### config.mk
export PLATFORM = sky130hd
export DESIGN_NAME = video_in_measure_pack
export DESIGN_NICKNAME = d
export VERILOG_FILES = /design/src/rtl/video_in_measure_pack.sv
export SDC_FILE = /design/constraint.sdc
export NUM_CORES = 1
export LEC_CHECK = 0
export BUFFER_PORTS_ARGS = -buffer_cell sky130_fd_sc_hd__buf_4
export CAP_MARGIN = 5
export CORE_ASPECT_RATIO = 0.8
export CORE_MARGIN = 1
export CORE_UTILIZATION = 40
export DETAILED_ROUTE_END_ITERATION = 8
export SYNTH_ARGS = -nofsm -noshare
export SYNTH_HDL_FRONTEND = slang
export SYNTH_SLANG_ARGS = --single-unit
### constraint.sdc
create_clock -name pclk -period 3.4 [get_ports pclk]
set_input_delay 0.17 -clock pclk [delete_from_list [all_inputs] [get_ports pclk]]
set_output_delay 0.17 -clock pclk [all_outputs]
set_load 0.05 [all_outputs]
### src/rtl/video_in_measure_pack.sv
// Video front-end: registers and expands pixels to 32-bit ARGB, measures frame geometry,
// and holds de low until the geometry has been stable for STABLE_FRAMES frames.
module video_in_measure_pack #(
  parameter string       PIX_FMT       = "RGB888",
  parameter int unsigned IN_DSIZE      = 24,
  parameter logic [7:0]  ALPHA         = 8'hFF,
  parameter string       VS_POL        = "HIGH",
  parameter int unsigned STABLE_FRAMES = 2
) (
  input  logic                pclk,
  input  logic                prst_n,
  input  logic                vsync_in,
  input  logic                de_in,
  input  logic [IN_DSIZE-1:0] data_in,
  output logic                vsync_out,
  output logic                de_out,
  output logic [31:0]         data_out,
  output logic [23:0]         video_width,
  output logic [11:0]         video_height,
  output logic                locked,
  output logic                frame_err
);

  typedef enum logic [1:0] {StUnlock, StCheck, StLock} state_e;

  localparam logic [3:0] StableCnt = 4'(STABLE_FRAMES);

  state_e      state_q, state_d;
  logic        vs, vs_q, de_q;
  logic        frame_end, frame_start, line_end;
  logic [23:0] rgb;
  logic        vsync_out_q, de_out_q, pass_en_q, frame_err_q, frame_err_d;
  logic [31:0] data_out_q;
  logic [23:0] pix_q, pix_d, first_w_q, first_w_d, ref_w_q, ref_w_d, width_q;
  logic [11:0] line_q, line_d, ref_h_q, ref_h_d, height_q;
  logic        line_err_q, line_err_d;
  logic [3:0]  match_cnt_q, match_cnt_d;
  logic        valid, match;

  assign vs          = (VS_POL == "LOW") ? ~vsync_in : vsync_in;
  assign frame_end   = vs & ~vs_q;
  assign frame_start = ~vs & vs_q;
  assign line_end    = de_q & ~de_in;

  if (PIX_FMT == "RGB565") begin : g_rgb565
    // Replicate MSBs into the low bits so full-scale 5/6-bit values map to 8'hFF.
    assign rgb = {data_in[15:11], data_in[15:13], data_in[10:5], data_in[10:9],
                  data_in[4:0], data_in[4:2]};
  end else begin : g_rgb888
    assign rgb = data_in[23:0];
  end

  // Geometry counters.
  always_comb begin
    pix_d      = pix_q;
    line_d     = line_q;
    first_w_d  = first_w_q;
    line_err_d = line_err_q;
    if (vs || line_end) begin
      pix_d = '0;
    end else if (de_in && pix_q != '1) begin
      pix_d = pix_q + 24'd1;
    end
    if (frame_start) begin
      line_d     = '0;
      first_w_d  = '0;
      line_err_d = 1'b0;
    end else begin
      if (line_end) begin
        if (line_q != '1) line_d = line_q + 12'd1;
        if (line_q == '0) first_w_d = pix_q;
        else if (pix_q != first_w_q) line_err_d = 1'b1;
      end
      if (de_in && vs) line_err_d = 1'b1;
    end
  end

  assign valid = !line_err_q && (line_q != '0) && (first_w_q != '0);
  assign match = valid && (first_w_q == ref_w_q) && (line_q == ref_h_q);

  always_ff @(posedge pclk or negedge prst_n) begin
    if (!prst_n) state_q <= StUnlock;
    else         state_q <= state_d;
  end

  always_comb begin
    state_d = state_q;
    if (frame_end) begin
      unique case (state_q)
        StUnlock: if (valid) state_d = (STABLE_FRAMES == 1) ? StLock : StCheck;
        StCheck: begin
          if (!valid) state_d = StUnlock;
          else if (match && (match_cnt_q + 4'd1 == StableCnt)) state_d = StLock;
        end
        StLock:  if (!match) state_d = StUnlock;
        default: state_d = StUnlock;
      endcase
    end
  end

  always_comb begin
    ref_w_d     = ref_w_q;
    ref_h_d     = ref_h_q;
    match_cnt_d = match_cnt_q;
    frame_err_d = 1'b0;
    if (frame_end) begin
      unique case (state_q)
        StUnlock: begin
          if (valid) begin
            ref_w_d     = first_w_q;
            ref_h_d     = line_q;
            match_cnt_d = 4'd1;
          end else begin
            frame_err_d = 1'b1;
          end
        end
        StCheck: begin
          if (match) begin
            match_cnt_d = match_cnt_q + 4'd1;
          end else if (valid) begin
            ref_w_d     = first_w_q;
            ref_h_d     = line_q;
            match_cnt_d = 4'd1;
            frame_err_d = 1'b1;
          end else begin
            frame_err_d = 1'b1;
          end
        end
        StLock:  frame_err_d = !match;
        default: frame_err_d = 1'b1;
      endcase
    end
  end

  always_ff @(posedge pclk or negedge prst_n) begin
    if (!prst_n) begin
      vs_q        <= 1'b0;
      de_q        <= 1'b0;
      vsync_out_q <= 1'b0;
      de_out_q    <= 1'b0;
      data_out_q  <= '0;
      pix_q       <= '0;
      line_q      <= '0;
      first_w_q   <= '0;
      line_err_q  <= 1'b0;
      ref_w_q     <= '0;
      ref_h_q     <= '0;
      match_cnt_q <= '0;
      frame_err_q <= 1'b0;
      pass_en_q   <= 1'b0;
      width_q     <= '0;
      height_q    <= '0;
    end else begin
      vs_q        <= vs;
      de_q        <= de_in;
      vsync_out_q <= vs;
      de_out_q    <= de_in & pass_en_q;
      data_out_q  <= {ALPHA, rgb};
      pix_q       <= pix_d;
      line_q      <= line_d;
      first_w_q   <= first_w_d;
      line_err_q  <= line_err_d;
      ref_w_q     <= ref_w_d;
      ref_h_q     <= ref_h_d;
      match_cnt_q <= match_cnt_d;
      frame_err_q <= frame_err_d;
      // Gating only changes at a frame boundary so no frame is ever cut short.
      if (frame_start) pass_en_q <= (state_q == StLock);
      if (state_d == StLock && state_q != StLock) begin
        width_q  <= ref_w_d;
        height_q <= ref_h_d;
      end
    end
  end

  assign vsync_out    = vsync_out_q;
  assign de_out       = de_out_q;
  assign data_out     = data_out_q;
  assign video_width  = width_q;
  assign video_height = height_q;
  assign locked       = (state_q == StLock);
  assign frame_err    = frame_err_q;

endmodule

## Word-level counts from Yosys, hierarchy flattened

Cells that the tools add are included.

| operators by class | value |
|---|---|
| $add $sub $neg | 3 |
| $mul | 0 |
| divide/modulo/power cells | 0 |
| order comparisons | 0 |
| equality and inequality tests | 11 |
| shifts and indexed selects | 0 |
| multiplexer cells | 34 |
| bitwise operators | 7 |
| reductions and logical operators | 26 |

Operator list:

| kind | number |
|---|---|
| 24-bit 2-to-1 mux | 8 |
| 12-bit 2-to-1 mux | 6 |
| 24-bit case mux with 2 select lines | 1 |
| 24-bit by 1-bit adder with 24-bit output, second input constant | 1 |
| 24-bit equality test | 1 |
| 24-bit inequality test | 1 |
| 24-bit inequality test, second input constant | 1 |
| 12-bit case mux with 2 select lines | 1 |
| 24-bit nonzero test | 1 |
| 12-bit by 1-bit adder with 12-bit output, second input constant | 1 |
| 12-bit equality test | 1 |
| 12-bit logical NOT | 1 |
| 12-bit inequality test, second input constant | 1 |
| 12-bit nonzero test | 1 |
| 2-bit 2-to-1 mux | 5 |
| 2-bit nonzero test | 5 |
| 1-bit logical AND | 8 |
| 1-bit 2-to-1 mux | 8 |
| 4-bit 2-to-1 mux | 2 |
| 4-bit case mux with 2 select lines | 1 |
| 2-bit case mux with 3 select lines | 1 |
| 2-bit AND reduction | 3 |
| 3-bit nonzero test | 2 |
| 4-bit by 1-bit adder with 4-bit output, second input constant | 1 |
| 12 further kinds | 19 |

| word-level totals | value |
|---|---|
| flip-flop bits (word level) | 169 |
| bits in latches | 0 |
| RAM bits | 0 |
| bits in read-only memories | 0 |
| input bits | 28 |
| output and inout port bits | 72 |
| memories | 0 |

## Logic depth before layout (Yosys ltp)

Gate-level depths: netlist (run 1).

| logic depth | value |
|---|---|
| depth after elaboration | 12 |
| gate-level depth with buffers | 10 |

## Worst setup path before layout (run 1)

Ideal clock, no wire load.

| timing | value |
|---|---|
| path type | register -> register |
| start | register line_q[5] |
| end | register ref_h_q[10] |
| setup time | 0.127 ns |
| arrival time | 2.266 ns |
| required time | 3.273 ns |
| slack | 1.006 ns |
| cell stages (with the launch flop) | 10 |
| path buffers | 3 |
| period minus slack after synthesis | 2.394 ns |
| path through | dfrtp_1 > buf_6 > xor2_1 > nor4_2 > nand4_2 > nor4_4 > or2_1 > buf_2 > buf_6 > mux2_1 |

| between the ends | value |
|---|---|
| cells in the longest elaborated chain, start to end | 8 |
| elaborated cells on any way between the ends | 10 |
| those cells by class | eq/ne: 1; mux: 4; reduce/logical: 5 |

RTL lines:

| element | RTL line | text |
|---|---|---|
| from (decl) | 35 | `logic [11:0] line_q, line_d, ref_h_q, ref_h_d, height_q;` |
| from (signal assigned) | 160 | `line_q <= line_d;` |
| 12-bit nonzero test | 78 | `assign valid = !line_err_q && (line_q != '0) && (first_w_q != '0);` |
| 1-bit logical AND (2 in series) | 78 |  |
| 1-bit logical AND (2 in series) | 79 | `assign match = valid && (first_w_q == ref_w_q) && (line_q == ref_h_q);` |
| 12-bit 2-to-1 mux | 118 | `if (match) begin` |
| 12-bit case mux with 2 select lines (*) | 107 | `unique case (state_q)` |
| 12-bit 2-to-1 mux (*) | 106 | `if (frame_end) begin` |
| via ref_h_d[10] | 35 |  |
| to (signal assigned) | 164 | `ref_h_q <= ref_h_d;` |
| to (decl) | 35 |  |

Mark *: on every way through the listed nets, which the timed path passes. The rest lies on a longest branch.
A chain may end at the register's enable or synchronous reset.

## Worst setup path in the final report (run 1)

| timing | value |
|---|---|
| start | register first_w_q[21] |
| end | register height_q[1], in the netlist video_height[1] |

| between the ends | value |
|---|---|
| cells in the longest elaborated chain, start to end | 11 |
| elaborated cells on any way between the ends | 18 |
| those cells by class | eq/ne: 2; mux: 10; reduce/logical: 6 |

RTL lines:

| element | RTL line | text |
|---|---|---|
| from (decl) | 34 | `logic [23:0] pix_q, pix_d, first_w_q, first_w_d, ref_w_q, ref_w_d, width_q;` |
| from (signal assigned) | 161 | `first_w_q <= first_w_d;` |
| 24-bit nonzero test | 78 |  |
| 1-bit logical AND | 78 |  |
| 1-bit logical AND (2 in series) | 79 |  |
| 1-bit logical AND | 93 | `else if (match && (match_cnt_q + 4'd1 == StableCnt)) state_d = StLock;` |
| 2-bit 2-to-1 mux | 93 |  |
| 2-bit 2-to-1 mux | 92 | `if (!valid) state_d = StUnlock;` |
| 2-bit case mux with 3 select lines | 89 | `unique case (state_q)` |
| 2-bit 2-to-1 mux | 88 | `if (frame_end) begin` |
| 2-bit equality test | 169 | `if (state_d == StLock && state_q != StLock) begin` |
| 1-bit logical AND | 169 |  |
| to (signal assigned) | 171 | `height_q <= ref_h_d;` |
| to (decl) | 35 |  |

Several ways; a longest one is shown, not always the timed one.

==> impl_metrics.csv, run 1 <==
group,metric,value,unit
drt,antenna_left,0,
run,cap_violations,0,
drt,drt-initial-drc-count,477,
cells_and_area,multiInputGateArea,0.00322,sq mm
synth,synth_top_area_share,54.2,%
power,total_power,0.00445,W
worst_setup_path,path_cells,"xor2_1 > nor4_1 > nand3_1 > nor4_4 > nand4_1 > buf_4 > mux2_1",
floorplanning,num_rows,45,
placed_design,pre_cts_ws,0.774,ns
sta,tightestPinTransition,0.954,ns
power,irDropWorstVdd,0.311,mV
clocking,cts_sinks,169,
worst_setup_path,regToRegStartpoint,"first_w_q[21]",
synth,yosysWarnings,0,
placed_design,portBuffers,99,
drt,drc,0,
cells_and_area,n_antenna_cell,0,
synth,syn_nets,751,
sta,setup_tns,0,ns
worst_setup_path,cp_max_fo,22,
drt,routedWlPerCell,16.8,microns
worst_setup_path,cp_slowest_stage_delay,0.47,ns
power,p_per_area,464,mW/mm^2
sta,finClkSkew,0.0104,ns
cells_and_area,register_area,0.00423,sq mm
clocking,cts_tree,"built",
worst_setup_path,crit_path_start_kind,"register",
placed_design,dp.cells,1049,
synth,yosysUniqueCellTypes,48,
worst_setup_path,cp_num_buf_inv,1,
sta,layout_min_cycle_time,2.68,ns
sta,slew_headroom,36.4,%
floorplanning,start_util,41.0,%
sta,fmax,373,MHz
drt,vias,5670,
synth,ys.flop_type,"dfrtp_1",
floorplanning,ioPinCount,100,
cells_and_area,finalNetCount,870,
cells_and_area,n_fill_cell,1723,
placed_design,place_congestion,0.807,
placed_design,dpl.hpwl,12800,microns
worst_setup_path,cpLargestDelayFamily,"simple AND/OR/NAND/NOR gates",
grt,first_global_vias,5604,
sta,hold_viol_final,0,
hold_path,hold_path.startpoint,"data_in[21]",
synth,syn_inst,718,
synth,ys_ff_latch,169,
sta,setup_slack,0.716,ns
sta,rsz0062_at_grt,"no",
drt,dr.pass1.iters,5,
synth,ys_top_cells_by_area,"dfrtp_1, xor2_1, mux2_1",
worst_setup_path,cp-end-kind,"register",
worst_setup_path,critical_path_arrival,3.00,ns
worst_setup_path,critPathKind,"register to register",
synth,synth-edff-count,0,
cells_and_area,fin_cells,1108,
cells_and_area,mostFrequentLayoutCells,"dfrtp_1, buf_4, nand2_1",
grt,grt_pass1_wl,30200,microns
clocking,clockRootBuffer,"clkbuf_16",
cells_and_area,drive_gt1_share,19.3,%
clocking,worstSkewPairLatency,0.43,ns
cells_and_area,final_core_util,50.5,%
grt,antenna_found_initial,0,
clocking,numCtsBuffers,17,
clocking,cts_max_level,4,
hold_path,holdCritPathClass,"input port to register",
drt,finalWirelength,18600,microns
floorplanning,die_y,127,microns
worst_setup_path,cp.required,3.72,ns
synth,ys_async_sr_fraction,100,%
outcome,status,"complete, no violations",
synth,avgSynthCellArea,10.9,sq um
drt,vias_per_cell,5.12,
grt,overflow,0,
sta,finalSetupViolCount,0,
cells_and_area,areaGrowthSynthToFinish,23.1,%
clocking,cts.clk_slew.worst_paths,0.07,ns
worst_setup_path,r2r_slack,0.72,ns
synth,yosysTopAreaCell,"dfrtp_1",
power,p_leak,5.01,nW
floorplanning,fp.dieW,158,microns
floorplanning,die_area,0.0201,sq mm
sta,slew_viol_final,0,
grt,grt_usage,19.7,%
grt,grt_max_degree,102,
cells_and_area,layout_commonest_cell,"dfrtp_1",
synth,ys_seq_area_share,54.2,%
worst_setup_path,slowest_stage,"dfrtp_1",
floorplanning,coreArea,0.0190,sq mm
clocking,cts_buffer_depth,2,
sta,finalCritPeriodShare,78.9,%
synth,netlist_area,0.00780,sq mm
worst_setup_path,crit_start,"first_w_q[21]",
path summary, 6_finish.rpt:
check,endpoint,cells after the start
setup / recovery,video_height[1],7
max in group asynchronous,ref_w_q[1],3
hold reg to reg,video_height[4],1
min in group asynchronous,data_out[24],2
hold / removal,data_out[21],2
setup reg to reg,video_height[1],7
layer usage:
metal  global-route usage [%]  vias up  share of wire, %
met5                        0        -                 0
met4                     5.20        0               1.2
met3                     4.68       18               5.6
met2                     29.4      200                45
met1                     28.5     2784                49
li1                         -     2668                 -
per-stage QoR:
| step | cell area (sq um) | hold WS [ns] |
|---|---|---|
| 2_1_floorplan | 7800 | -0.126 |
| 4_1_cts | 9610 | 0.363 |
| 6_report | 9610 | 0.381 |
| 3_5_place_dp | 8750 | 0.280 |
| 3_3_place_gp | 8750 | 0.280 |
| 5_1_grt | 9610 | 0.370 |
synth_stat cells, drive strengths merged (17+ instances only):
master,n
nand2,101
clkbuf,22
mux2,45
xor2,66
a21oi,37
buf,17
nor4,30
nor2,39
xnor2,17
mux2i,27
nand3,17
inv,35
dfrtp,169
repair_timing:
action                     4_1_cts  5_1_grt
buffers inserted                 0        0
setup endpoints to repair        0        0
hold buffers                    27        0
hold endpoints to repair       125        0
gates resized for setup          0        0
registers in the layout (all words and copies together) (netlist names):
signal,cells
data_out,25
first_w_q,24
pix_q,24
ref_w_q,24
video_width,24
line_q,12
ref_h_q,12
video_height,12
match_cnt_q,4
state_q,2
de_out,1
de_q,1
frame_err,1
line_err_q,1
pass_en_q,1
vsync_out,1
kinds of logic after synthesis:
group	share of synthesized area [%]
AND/OR/NAND/NOR	15.9
AO/OA/AOI/OAI	4.94
buffers and inverters	4.49
adder cells (fa/ha/maj)	0.930
flip-flops	54.2
multiplexers	10.2
other	0.0481
XOR/XNOR	9.32
where the power goes:
part	internal (W)	switching (W)	leakage (nW)
clock network	0.00104	0.000887	0.278
logic	0.000144	0.000282	2.58
registers	0.00206	0.0000468	2.15
total	0.00324	0.00121	5.01
final cells by class:
class / instances / share of cell area, %
Timing Repair Buffer: 139 / 11.6
Clock inverter: 15 / 1.64
Tap cell: 258 / 3.36
Inverter: 35 / 1.37
Multi-Input combinational cell: 475 / 33.6
Sequential cell: 169 / 44.0
Clock buffer: 17 / 4.43
No activity file was read; power rests on OpenSTA's default activity.
==> inputs of run 2 (changes only) <==
==> constraint.sdc (replaced) <==
create_clock -name pclk -period 2.4 [get_ports pclk]
set_input_delay 0.12 -clock pclk [delete_from_list [all_inputs] [get_ports pclk]]
set_output_delay 0.12 -clock pclk [all_outputs]
set_load 0.05 [all_outputs]
==> impl_metrics.csv, run 2 (synthesis results as in run 1) <==
group,metric,value,unit
worst_setup_path,critical_path_arrival,2.76,ns
power,p_clk_share,43.1,%
cells_and_area,multiInputGateArea,0.00331,sq mm
worst_setup_path,cp-end-kind,"register",
sta,finClkSkew,0.0109,ns
placed_design,dpl_cell_area,0.00916,sq mm
grt,overflow,0,
cells_and_area,n_fill_cell,1681,
power,p_int,0.00480,W
grt,first_global_vias,6096,
sta,rsz0062_at_grt,"yes",
sta,fmax,409,MHz
cells_and_area,finalNetCount,935,
worst_setup_path,cp_max_fo,5,
cells_and_area,largest_register_ffs,25,
placed_design,place_congestion,0.878,
placed_design,dpl.hpwl,13800,microns
floorplanning,coreArea,0.0190,sq mm
clocking,cts_max_level,4,
drt,vias_per_cell,5.07,
cells_and_area,n_antenna_cell,0,
floorplanning,ioPinCount,100,
drt,antenna_left,0,
clocking,cts.clk_slew.worst_paths,0.07,ns
worst_setup_path,critPathKind,"register to register",
sta,tightestPinTransition,0.877,ns
sta,slew_viol_final,0,
drt,drc,0,
grt,antenna_found_initial,0,
clocking,numCtsBuffers,17,
sta,setup_slack,-0.0466,ns
placed_design,portBuffers,99,
floorplanning,fp.dieW,158,microns
grt,grt_usage,21.0,%
floorplanning,start_util,41.0,%
sta,finalCritPeriodShare,102,%
drt,drt-initial-drc-count,489,
worst_setup_path,crit_path_start_kind,"register",
power,p_sw_share,26.7,%
cells_and_area,areaGrowthSynthToFinish,32.4,%
outcome,status,"complete, but fails checks",
clocking,cts_buffer_depth,2,
run,cap_violations,0,
clocking,cts_sinks,169,
power,p_leak,5.44,nW
grt,grt_max_degree,55,
sta,hold_viol_final,0,
sta,layout_min_cycle_time,2.45,ns
cells_and_area,register_area,0.00423,sq mm
clocking,worstSkewPairLatency,0.43,ns
power,irDropWorstVdd,0.417,mV
cells_and_area,stdcell_area,0.0103,sq mm
hold_path,holdCritPathClass,"input port to asynchronous set/reset pin",
power,p_comb_share,11.4,%
cells_and_area,mostFrequentLayoutCells,"dfrtp_1, buf_4, nand2_1",
sta,finalSetupViolCount,28,
power,p_switching,0.00175,W
sta,slew_headroom,41.6,%
outcome,violations,"negative setup slack",
floorplanning,die_y,127,microns
floorplanning,num_rows,45,
drt,dr.pass1.iters,7,
clocking,cts_tree,"built",
worst_setup_path,cp.required,2.72,ns
floorplanning,die_area,0.0201,sq mm
cells_and_area,layout_commonest_cell,"dfrtp_1",
drt,routedWlPerCell,17.1,microns
drt,vias,5943,
placed_design,pre_cts_ws,-0.112,ns
clocking,clockRootBuffer,"clkbuf_16",
cells_and_area,drive_gt1_share,26.7,%
power,p_per_area,634,mW/mm^2
power,pwr-share-seq,45.5,%
grt,grt_pass1_wl,31900,microns
cells_and_area,final_core_util,54.3,%
drt,finalWirelength,20000,microns
==> run 2: cell types whose count changed in the layout (fill, tap and decap cells not counted), sizes merged <==
cell / delta
clkinvlp: -1
clkinv: -2
inv: +2
clkbuf: +2
bufinv: +1
buf: +63
==> run 2: stage by stage <==
| stage | instances | total power (W) | hold slack (ns) | setup TNS (ns) |
|---|---|---|---|---|
| after detailed placement | 1097 | 0.00367 | 0.125 | -4.27 |
| after global placement | 1097 | 0.00366 | 0.130 | -3.28 |
| after floorplan | 718 | 0.00337 | -0.176 | 0 |
| final | 1173 | 0.00655 | 0.223 | -0.485 |
| after global routing | 1173 | 0.00683 | 0.252 | -6.51 |
| after CTS | 1164 | 0.00657 | 0.238 | -0.0784 |
==> run 2: critical path: stages (launching register included) <==
cell	delay (ns)
dfrtp_1	0.39
inv_1	0.07
ha_1	0.18
nor4b_1	0.14
buf_4	0.16
a31oi_4	0.16
o21ai_2	0.09
nor4_4	0.31
nand4_1	0.19
buf_6	0.18
buf_6	0.14
mux2_1	0.31
==> run 2: timing repair <==
item,4_1_cts,5_1_grt
resized for setup,10,17
pin swaps,5,11
hold buffers,27,0
endpoints found under the hold margin,77,0
endpoints found under the setup margin,53,67
setup buffers,7,7
cloned,1,2
==> run 2: per-layer routing <==
| layer | routed length (microns) | vias up | track usage [%] |
|---|---|---|---|
| met3 | 960 | 23 | 5.09 |
| met1 | 9580 | 2944 | 29.3 |
| li1 | - | 2797 | - |
| met4 | 289 | 0 | 6.11 |
| met2 | 9190 | 179 | 32.1 |
| met5 | 0 | - | 0 |
==> run 2: power groups by stage <==
stage / sequential, W / combinational [W] / clock (W)
global route: 0.00299 / 0.000808 / 0.00303
CTS: 0.00297 / 0.000709 / 0.00289
finish: 0.00298 / 0.000745 / 0.00283
global placement: 0.00303 / 0.000632 / 0
detailed placement: 0.00303 / 0.000641 / 0
floorplan: 0.00311 / 0.000269 / 0
==> run 2: cell type report <==
class	count	share of cell area, %
clock buffers	17	4.12
multi-input cells	475	32.1
well taps	258	3.12
inverters	35	1.27
repair buffers	204	16.7
clock inverters	15	1.73
flip-flops and latches	169	41.0
==> run 2: path summary, 6_finish.rpt <==
path,from,to,slack [ns],depth (start not counted)
hold / removal,prst_n,data_out[24],0.22,2
min in group pclk,data_in[23],data_out[23],0.33,2
max in group asynchronous,prst_n,state_q[0],1.43,3
hold reg to reg,video_height[4],video_height[4],0.50,1
setup / recovery,line_q[1],video_height[11],-0.05,11
setup reg to reg,line_q[1],video_height[11],-0.05,11
